$ cat config.mk
export PLATFORM = sky130hd
export DESIGN_NAME = switch_port_out_buffer
export DESIGN_NICKNAME = d
export VERILOG_FILES = /design/src/rtl/switch_port_out_buffer.sv
export SDC_FILE = /design/constraint.sdc
export NUM_CORES = 1
export LEC_CHECK = 0
export CAP_MARGIN = 0
export CORE_ASPECT_RATIO = 0.8
export CORE_UTILIZATION = 45
export DETAILED_ROUTE_END_ITERATION = 10
export PLACE_DENSITY = 0.65
export SYNTH_ARGS = -nofsm -noshare
export SYNTH_HDL_FRONTEND = slang
export SYNTH_SLANG_ARGS = --single-unit
$ cat constraint.sdc
create_clock -name clock -period 3 [get_ports clock]
set_input_delay 0.45 -clock clock [delete_from_list [all_inputs] [get_ports clock]]
set_output_delay 0.45 -clock clock [all_outputs]
set_load 0.005 [all_outputs]
$ cat src/rtl/switch_port_out_buffer.sv
// ---------------------------------------------------------------------------
// switch_port_out_buffer
//
// Output stage of the switch. There is one FIFO per output port. A shared
// write bus from the switch core feeds the FIFOs, and a port mask selects the
// targets, so one word can be multicast to several ports in a single cycle.
// Each port drains independently through its port/read/ready handshake.
//
// Ports:
//   clock      in   single clock; all logic on posedge
//   reset      in   synchronous, active-high
//   wr_data    in   DATA_W        word from switch core
//   wr_valid   in   1             write request
//   wr_mask    in   NUM_PORTS     target ports (bit i = port i)
//   wr_ready   out  1             write accepted this cycle when wr_valid=1
//   port       out  NUM_PORTS*DATA_W  registered FWFT head word per port
//   read       in   NUM_PORTS     per-port pop request
//   ready      out  NUM_PORTS     FIFO i non-empty
//   level      out  NUM_PORTS*LVL_W   per-port occupancy 0..DEPTH
//   underflow  out  NUM_PORTS     one-cycle pulse after read[i] while !ready[i]
//   drop_cnt   out  NUM_PORTS*16  (PORT_BUF_DROP_EN only) saturating drop count
//
// Optional build macro PORT_BUF_DROP_EN:
//   When it is defined, wr_ready is tied high. A full target port drops the
//   word and counts the drop, while the other masked ports still take it.
//   When it is undefined, a single full target port back-pressures the whole
//   write, which keeps multicast atomic.
//
// DEPTH must be a power of two and at least 2, because the pointers wrap
// naturally.
// ---------------------------------------------------------------------------
module switch_port_out_buffer #(
  parameter  int DATA_W    = 8,
  parameter  int NUM_PORTS = 4,
  parameter  int DEPTH     = 8,
  localparam int LVL_W     = $clog2(DEPTH) + 1
) (
  input  logic                        clock,
  input  logic                        reset,
  input  logic [DATA_W-1:0]           wr_data,
  input  logic                        wr_valid,
  input  logic [NUM_PORTS-1:0]        wr_mask,
  output logic                        wr_ready,
  output logic [NUM_PORTS*DATA_W-1:0] port,
  input  logic [NUM_PORTS-1:0]        read,
  output logic [NUM_PORTS-1:0]        ready,
  output logic [NUM_PORTS*LVL_W-1:0]  level,
  output logic [NUM_PORTS-1:0]        underflow
`ifdef PORT_BUF_DROP_EN
  ,
  output logic [NUM_PORTS*16-1:0]     drop_cnt
`endif
);

  localparam int               PTR_W    = $clog2(DEPTH);
  localparam logic [LVL_W-1:0] FULL_LVL = LVL_W'(DEPTH);

  logic [NUM_PORTS-1:0] full;
  logic [NUM_PORTS-1:0] push;
  logic [NUM_PORTS-1:0] pop;

`ifdef PORT_BUF_DROP_EN
  logic [NUM_PORTS-1:0] drop;

  // Never back-pressure. Full targets lose the word; the rest still push.
  assign wr_ready = 1'b1;
  assign push     = {NUM_PORTS{wr_valid}} & wr_mask & ~full;
  assign drop     = {NUM_PORTS{wr_valid}} & wr_mask & full;
`else
  // A write is all-or-nothing. Fullness is the pre-pop level, so a full
  // port blocks the write even while it is being read.
  assign wr_ready = ~|(wr_mask & full);
  assign push     = {NUM_PORTS{wr_valid & wr_ready}} & wr_mask;
`endif

  // A read on an empty FIFO is ignored and shows up as an underflow pulse.
  assign pop = read & ready;

  for (genvar i = 0; i < NUM_PORTS; i++) begin : g_port
    logic [DATA_W-1:0] mem [DEPTH];
    logic [PTR_W-1:0]  wptr;
    logic [PTR_W-1:0]  rptr;
    logic [PTR_W-1:0]  rptr_nxt;
    logic [LVL_W-1:0]  cnt;
    logic [LVL_W-1:0]  cnt_nxt;
    logic [DATA_W-1:0] head;
    logic [DATA_W-1:0] head_nxt;
    logic              uf;

    assign full[i]  = (cnt == FULL_LVL);
    assign ready[i] = (cnt != '0);
    assign rptr_nxt = rptr + PTR_W'(pop[i]);

    always_comb begin
      cnt_nxt = cnt;
      if (push[i] && !pop[i]) begin
        cnt_nxt = cnt + LVL_W'(1);
      end else if (!push[i] && pop[i]) begin
        cnt_nxt = cnt - LVL_W'(1);
      end
    end

    // Head register for first-word fall-through. If the FIFO will hold only
    // the incoming word after this edge, wr_data bypasses the memory.
    // Otherwise the word at the post-pop read pointer is loaded. When the
    // FIFO goes empty, the head keeps its last value.
    always_comb begin
      head_nxt = head;
      if (push[i] && (cnt == LVL_W'(pop[i]))) begin
        head_nxt = wr_data;
      end else if (cnt > LVL_W'(pop[i])) begin
        head_nxt = mem[rptr_nxt];
      end
    end

    // ---- registered state: pointers, level, head, underflow pulse ----
    always_ff @(posedge clock) begin
      if (reset) begin
        wptr <= '0;
        rptr <= '0;
        cnt  <= '0;
        head <= '0;
        uf   <= 1'b0;
      end else begin
        if (push[i]) begin
          wptr <= wptr + PTR_W'(1);
        end
        rptr <= rptr_nxt;
        cnt  <= cnt_nxt;
        head <= head_nxt;
        uf   <= read[i] & ~ready[i];
      end
    end

    // Storage needs no reset. Reset empties the FIFO through the pointers.
    always_ff @(posedge clock) begin
      if (push[i]) begin
        mem[wptr] <= wr_data;
      end
    end

    assign port[i*DATA_W +: DATA_W] = head;
    assign level[i*LVL_W +: LVL_W]  = cnt;
    assign underflow[i]             = uf;

`ifdef PORT_BUF_DROP_EN
    logic [15:0] dcnt;

    always_ff @(posedge clock) begin
      if (reset) begin
        dcnt <= '0;
      end else if (drop[i] && (dcnt != 16'hFFFF)) begin
        dcnt <= dcnt + 16'd1;
      end
    end

    assign drop_cnt[i*16 +: 16] = dcnt;
`endif
  end : g_port

endmodule

### After elaboration in Yosys (flattened, before gate mapping)

Memory sizes are Yosys's and may differ from the RTL's.
Cells that the tools add are included.

| word-level totals | value |
|---|---|
| register bits after elaboration | 76 |
| memory bits (writable) | 256 |
| input bits | 19 |
| output and inout bits | 57 |
| logic and storage cells | 122 |
| memories kept | 4 |

| cells by class | value |
|---|---|
| $add $sub $neg | 16 |
| $lt $le $gt $ge | 4 |
| eq/ne operators | 8 |
| muxes and demuxes | 24 |
| bitwise logic cells | 12 |
| reduce and logical (&&, ||, !) cells | 34 |

Memory list:

| name | words | bits a word | rd ports | clocked after Yosys merged registers in | wr ports | RTL line | RTL |
|---|---|---|---|---|---|---|---|
| g_port[0].mem | 8 | 8 | 1 | 0 | 1 | 80 | `logic [DATA_W-1:0] mem [DEPTH];` |
| g_port[1].mem | 8 | 8 | 1 | 0 | 1 | 80 |  |
| g_port[2].mem | 8 | 8 | 1 | 0 | 1 | 80 |  |
| g_port[3].mem | 8 | 8 | 1 | 0 | 1 | 80 |  |

Operators by type and width:

| kind | number |
|---|---|
| two-way mux 8 bit | 8 |
| two-way mux 4 bit | 8 |
| adder 4 x 1 -> 4 bit (second input constant) | 4 |
| == test 4 x 1 -> 1 bit | 4 |
| == test 4 bit (second input constant) | 4 |
| > comparator 4 x 1 -> 1 bit | 4 |
| nonzero test 2 bit | 8 |
| nonzero test 4 bit | 4 |
| subtractor 4 x 1 -> 4 bit (second input constant) | 4 |
| adder 3 x 1 -> 3 bit | 4 |
| adder 3 x 1 -> 3 bit (second input constant) | 4 |
| bitwise AND 4 bit | 3 |
| logical AND 1 bit | 12 |
| logical NOT 1 bit | 9 |
| two-way mux 1 bit | 8 |
| bitwise AND 1 bit | 5 |
| NOT 1 bit | 4 |
| OR reduction 4 bit | 1 |

### Depth between registers and ports, before layout

Gate-level depths: netlist of run 1.

| depth | value |
|---|---|
| word-level depth | 10 |
| mapped depth | 14 |
| depth with buffers taken out | 13 |

### Worst setup path after synthesis of run 1

OpenSTA, ideal clock, no wires.

| path | value |
|---|---|
| kind | reg2reg |
| start | register g_port[3].cnt[1] |
| end | register g_port[3].head[4] |
| setup time | 0.122 ns |
| arrival | 3.009 ns |
| data required time | 2.878 ns |
| slack | -0.131 ns |
| stages on the path, launching flop included | 13 |
| period minus slack after synthesis | 3.131 ns |
| path through | dfxtp_1 > nor3_1 > nand2_1 > nand2_1 > inv_1 > ha_1 > ha_1 > buf_2 > buf_4 > mux4_2 > o211ai_1 > a31oi_1 > a221o_1 |

| between the ends | value |
|---|---|
| elaborated cells on any way between the ends | 16 |

RTL lines:

| what | RTL line | RTL |
|---|---|---|
| from (decl) | 84 | `logic [LVL_W-1:0] cnt;` |
| from (signal assigned) | 129 | `cnt <= cnt_nxt;` |
| nonzero test 4 bit | 91 | `assign ready[i] = (cnt != '0);` |
| via ready[3] | 46 | `output logic [NUM_PORTS-1:0] ready,` |
| bitwise AND 4 bit | 77 | `assign pop = read & ready;` |
| adder 3 x 1 -> 3 bit | 92 | `assign rptr_nxt = rptr + PTR_W'(pop[i]);` |
| via g_port[3].rptr_nxt[1] | 83 | `logic [PTR_W-1:0] rptr_nxt;` |
| memory (8 x 8 bit) | - |  |
| two-way mux 8 bit | 111 | `end else if (cnt > LVL_W'(pop[i])) begin` |
| two-way mux 8 bit | 109 | `if (push[i] && (cnt == LVL_W'(pop[i]))) begin` |
| to (signal assigned) | 130 | `head <= head_nxt;` |
| to (decl) | 86 | `logic [DATA_W-1:0] head;` |

The timed path passes the listed nets, and every way through them passes these cells. The select of a mux whose other input is x is not followed.
A chain may end at the register's enable or synchronous reset.

### Final worst setup path of run 1

| path | value |
|---|---|
| start | register g_port[0].cnt[3] |
| end | output wr_ready |

| between the ends | value |
|---|---|
| word-level cells in the longest chain between the ends | 4 |

RTL lines:

| what | RTL line | RTL |
|---|---|---|
| from (decl) | 84 |  |
| from (signal assigned) | 129 |  |
| == test 4 bit | 90 | `assign full[i] = (cnt == FULL_LVL);` |
| bitwise AND 4 bit | 72 | `assign wr_ready = ~\|(wr_mask & full);` |
| OR reduction 4 bit | 72 |  |
| logical NOT 1 bit | 72 |  |
| to (decl) | 43 | `output logic wr_ready,` |

Every way passes these cells.

==> metrics.md, run 1 <==
| Metric | Value |
|---|---|
| Syn nets | `920` |
| Die Area | `30900 sq um` |
| Status | `complete, no violations` |
| Initial DRC count | `624` |
| Die Span Y | `157 microns` |
| Hold-fix buffers, CTS | `0` |
| Routed Antenna Nets | `0` |
| Cell taking the most area after synthesis | `edfxtp_1` |
| Crit path DAT | `2.48 ns` |
| Hold Slack | `0.309 ns` |
| Sw Ratio | `0.294` |
| Logic pwr share | `0.332` |
| Post-layout nets | `1122` |
| Final Non-Filler Cells | `1504` |
| GPL Wtd Cong | `0.814` |
| Worst setup EP type | `output pin` |
| Clock share of power | `0.285` |
| RSZ-0062 raised after global routing | `no` |
| Cells on worst reg2reg path | `9` |
| Crit Path Category | `reg2out` |
| Crit. Startpoint | `g_port[0].cnt[3]$_SDFFE_PP0P_` |
| Async S/R FF share, synth | `0` |
| CTS clk-pin slew, worst paths | `0.06 ns` |
| Crit path required time | `2.55 ns` |
| Final setup vio count | `0` |
| Fmax | `0.341 GHz` |
| Post-synth top area share | `0.566` |
| Area growth syn-to-layout | `24.4%` |
| Post-Synthesis Cells | `870` |
| H-tree depth | `2` |
| Ports | `76` |
| Register area share after synthesis | `0.679` |
| CTS buffer count | `34` |
| Avg Cell Area, Syn | `15.6 sq um` |
| Synth Register Bits | `332` |
| Flop pwr share | `0.383` |
| Cell Int Power | `10.4 mW` |
| Post-synthesis cell type count | `54` |
| DRC Markers | `0` |
| Vias per Instance | `5.45` |
| Critical hold path startpoint | `reset` |
| # diodes | `0` |
| Clock buffer depth | `3` |
| Post-Syn Area | `13600 sq um` |
| CTS tree | `done` |
| Flop2flop setup slack | `0.14 ns` |
| Reg-to-Reg Start | `g_port[0].cnt[3]$_SDFFE_PP0P_` |
| Total power | `14.7 mW` |
| Max-Cap Viols | `0` |
| Crit path launch type | `flip-flop` |
| Congestion Overflow GR | `0` |
| Worst min-delay path category | `in2reg` |
| First-pass GRT wire length | `48.0 mm` |
| Clk_lat worst skew | `0.53 ns` |
| Net Sw Power | `4.32 mW` |
| Fraction of layout cells with a size suffix above 1 | `0.224` |
| IO buf count | `75` |
| WL/cell | `20.9 microns` |
| Predominant post-synthesis flop cell | `edfxtp_1` |
| Final Hold Vio Count | `0` |
| Worst slew pin tran | `0.646 ns` |
| PD cells | `869 nW/um^2` |
| Yosys warns | `0` |
| Cell count after placement | `1437` |
| Synth top area cells | `edfxtp_1 (57%), dfxtp_1 (11%), mux4_2 (5.6%)` |
| Die width | `196 microns` |
| Starting density of the core | `0.460` |
| Worst clock skew | `0.0269 ns` |
| Post-synth EDFFs | `256` |
| Largest net degree at the start of global routing | `34` |
| Tmin final | `2.93 ns` |
| CTS Root Buffer Type | `clkbuf_16` |
| Worst Path Max Fanout | `5` |
| Slew headroom | `0.566` |
| Max Slew Vio Count | `0` |
| Drt total wl | `31.5 mm` |
| CTS sink count | `332` |
| Vias in the first global route | `8042` |
| Reg2reg end | `g_port[0].head[2]$_SDFFE_PP0P_` |
| Max rail drop VDD | `511 uV` |
| Area of the core | `29500 sq um` |
| Antenna violations before repair | `2` |
| Cell Rows | `56` |
| First-pass iteration count of the detailed router | `5` |
| Leakage | `5.81 nW` |
| Gr usage total | `0.209` |
| DP HPWL | `20.9 mm` |
| Post-layout util | `0.572` |
| CP endpoint | `wr_ready` |
| Tcrit/Tclk final | `0.976` |
| Via count | `8200` |
[routing by layer]
layer | global-route usage | routed length, microns
met1 | 0.311 | 14600
met4 | 0.0536 | 597
met2 | 0.322 | 14000
met3 | 0.0326 | 2240
met5 | 0 | 0
[cell usage in the layout (no fill, tap or decap), types with 24 or more instances in the layout]
cell type        synthesis  routed
mux4_2                  34      34
buf_4                    8     129
nand3_1                 28      28
a22oi_1                 24      24
ha_1                    27      25
clkdlybuf4s50_1          0      74
edfxtp_1               256     256
a21oi_1                 30      28
clkbuf_16                0      35
dfxtp_1                 76      76
mux2i_1                 66      66
nand2_1                 35      34
nor2_1                  32      32
[registers in the layout, indices dropped and copies added (netlist names)]
register     flops
g_port.wptr     12
g_port.uf        4
g_port.head     32
g_port.mem     256
g_port.rptr     12
g_port.cnt      16
[worst min path at each step]
stage | to | slack [ns] | depth (start not counted)
floorplan | g_port[0].head[6]$_SDFFE_PP0P_ | 0.47 | 2
global placement | g_port[0].head[5]$_SDFFE_PP0P_ | 0.48 | 2
detailed placement | g_port[0].head[1]$_SDFFE_PP0P_ | 0.49 | 2
CTS | g_port[2].wptr[0]$_SDFFE_PP0P_ | 0.31 | 2
global route | g_port[2].wptr[0]$_SDFFE_PP0P_ | 0.32 | 2
finish | g_port[2].wptr[0]$_SDFFE_PP0P_ | 0.31 | 2
[critical path: stages (launching register included)]
cell	delay, ns
dfxtp_1	0.33
nor4b_4	0.15
buf_4	0.15
a32oi_2	0.29
buf_4	0.21
nand2_1	0.10
a21oi_2	0.19
clkdlybuf4s50_1	0.54
[cells in the mapped netlist (2+ instances only)]
cell	number
a22oi_1	24
nor4_1	4
xor2_1	8
buf_4	8
nand3_1	28
a21o_1	3
mux2i_1	66
buf_1	7
nor2_1	32
inv_1	17
a41oi_4	2
a221o_1	16
nand4_2	3
nor3_1	14
or3_1	7
a311oi_1	8
a31oi_1	15
buf_2	14
fa_1	4
inv_2	2
nor2b_1	19
ha_1	27
mux4_2	34
o21ai_0	7
and3_1	2
a21oi_1	30
xnor2_1	14
nand2_1	35
clkbuf_1	16
nand3b_1	2
nor4b_1	8
a211oi_1	8
and2_1	10
or2_2	2
dfxtp_1	76
o211ai_1	14
nor3_2	2
nor3b_1	11
edfxtp_1	256
[power groups by stage]
stage	logic [mW]	clock network, mW	registers, mW
global route	5.30	4.44	5.65
detailed placement	4.77	0	5.70
global placement	4.71	0	5.69
CTS	4.81	4.24	5.61
finish	4.87	4.18	5.62
floorplan	2.80	0	5.68
[area by class of cell]
type,instances,area (sq um)
clock buffers,48,942
clock inverters,14,160
fillers,2309,12600
inverters,19,71.3
multi-input cells,473,4130
flip-flops and latches,332,9210
well taps,406,508
repair buffers,212,1870
[through the flow]
step	worst slack, ns	instance area (sq um)	TNS [ns]
floorplan	0.00646	13600	0
global placement	-0.0987	15700	-0.299
detailed placement	-0.253	15700	-0.865
CTS	0.0229	16800	0
global route	0.000378	16900	0
finish	0.0710	16900	0
[what timing repair did]
| action | in CTS | in global routing |
|---|---|---|
| buffers inserted | 0 | 5 |
| endpoints found under the setup margin | 5 | 9 |
| pin swaps | 0 | 2 |
| resized for setup | 3 | 8 |
| gates cloned | 0 | 0 |
[kinds of logic after synthesis]
kind of cell,synth area share
adders and majority gates,0.0308
DFF,0.679
and+or+nand+nor,0.0753
xor gates and xnor gates,0.0142
muxes,0.105
buffers and inverters,0.0220
AOI/OAI and AO/OA,0.0740
Note: power is estimated with default switching activity, not from simulation.
==> inputs of run 2 (changes only) <==
--- a/config.mk
+++ b/config.mk
@@ -9,6 +9,7 @@
 export CORE_ASPECT_RATIO = 0.8
 export CORE_UTILIZATION = 45
 export DETAILED_ROUTE_END_ITERATION = 10
+export HOLD_SLACK_MARGIN = 0.05
 export PLACE_DENSITY = 0.65
 export SYNTH_ARGS = -nofsm -noshare
 export SYNTH_HDL_FRONTEND = slang
==> results of run 2 <==
No change in the layout: final DEF, timing and power equal those of run 1.
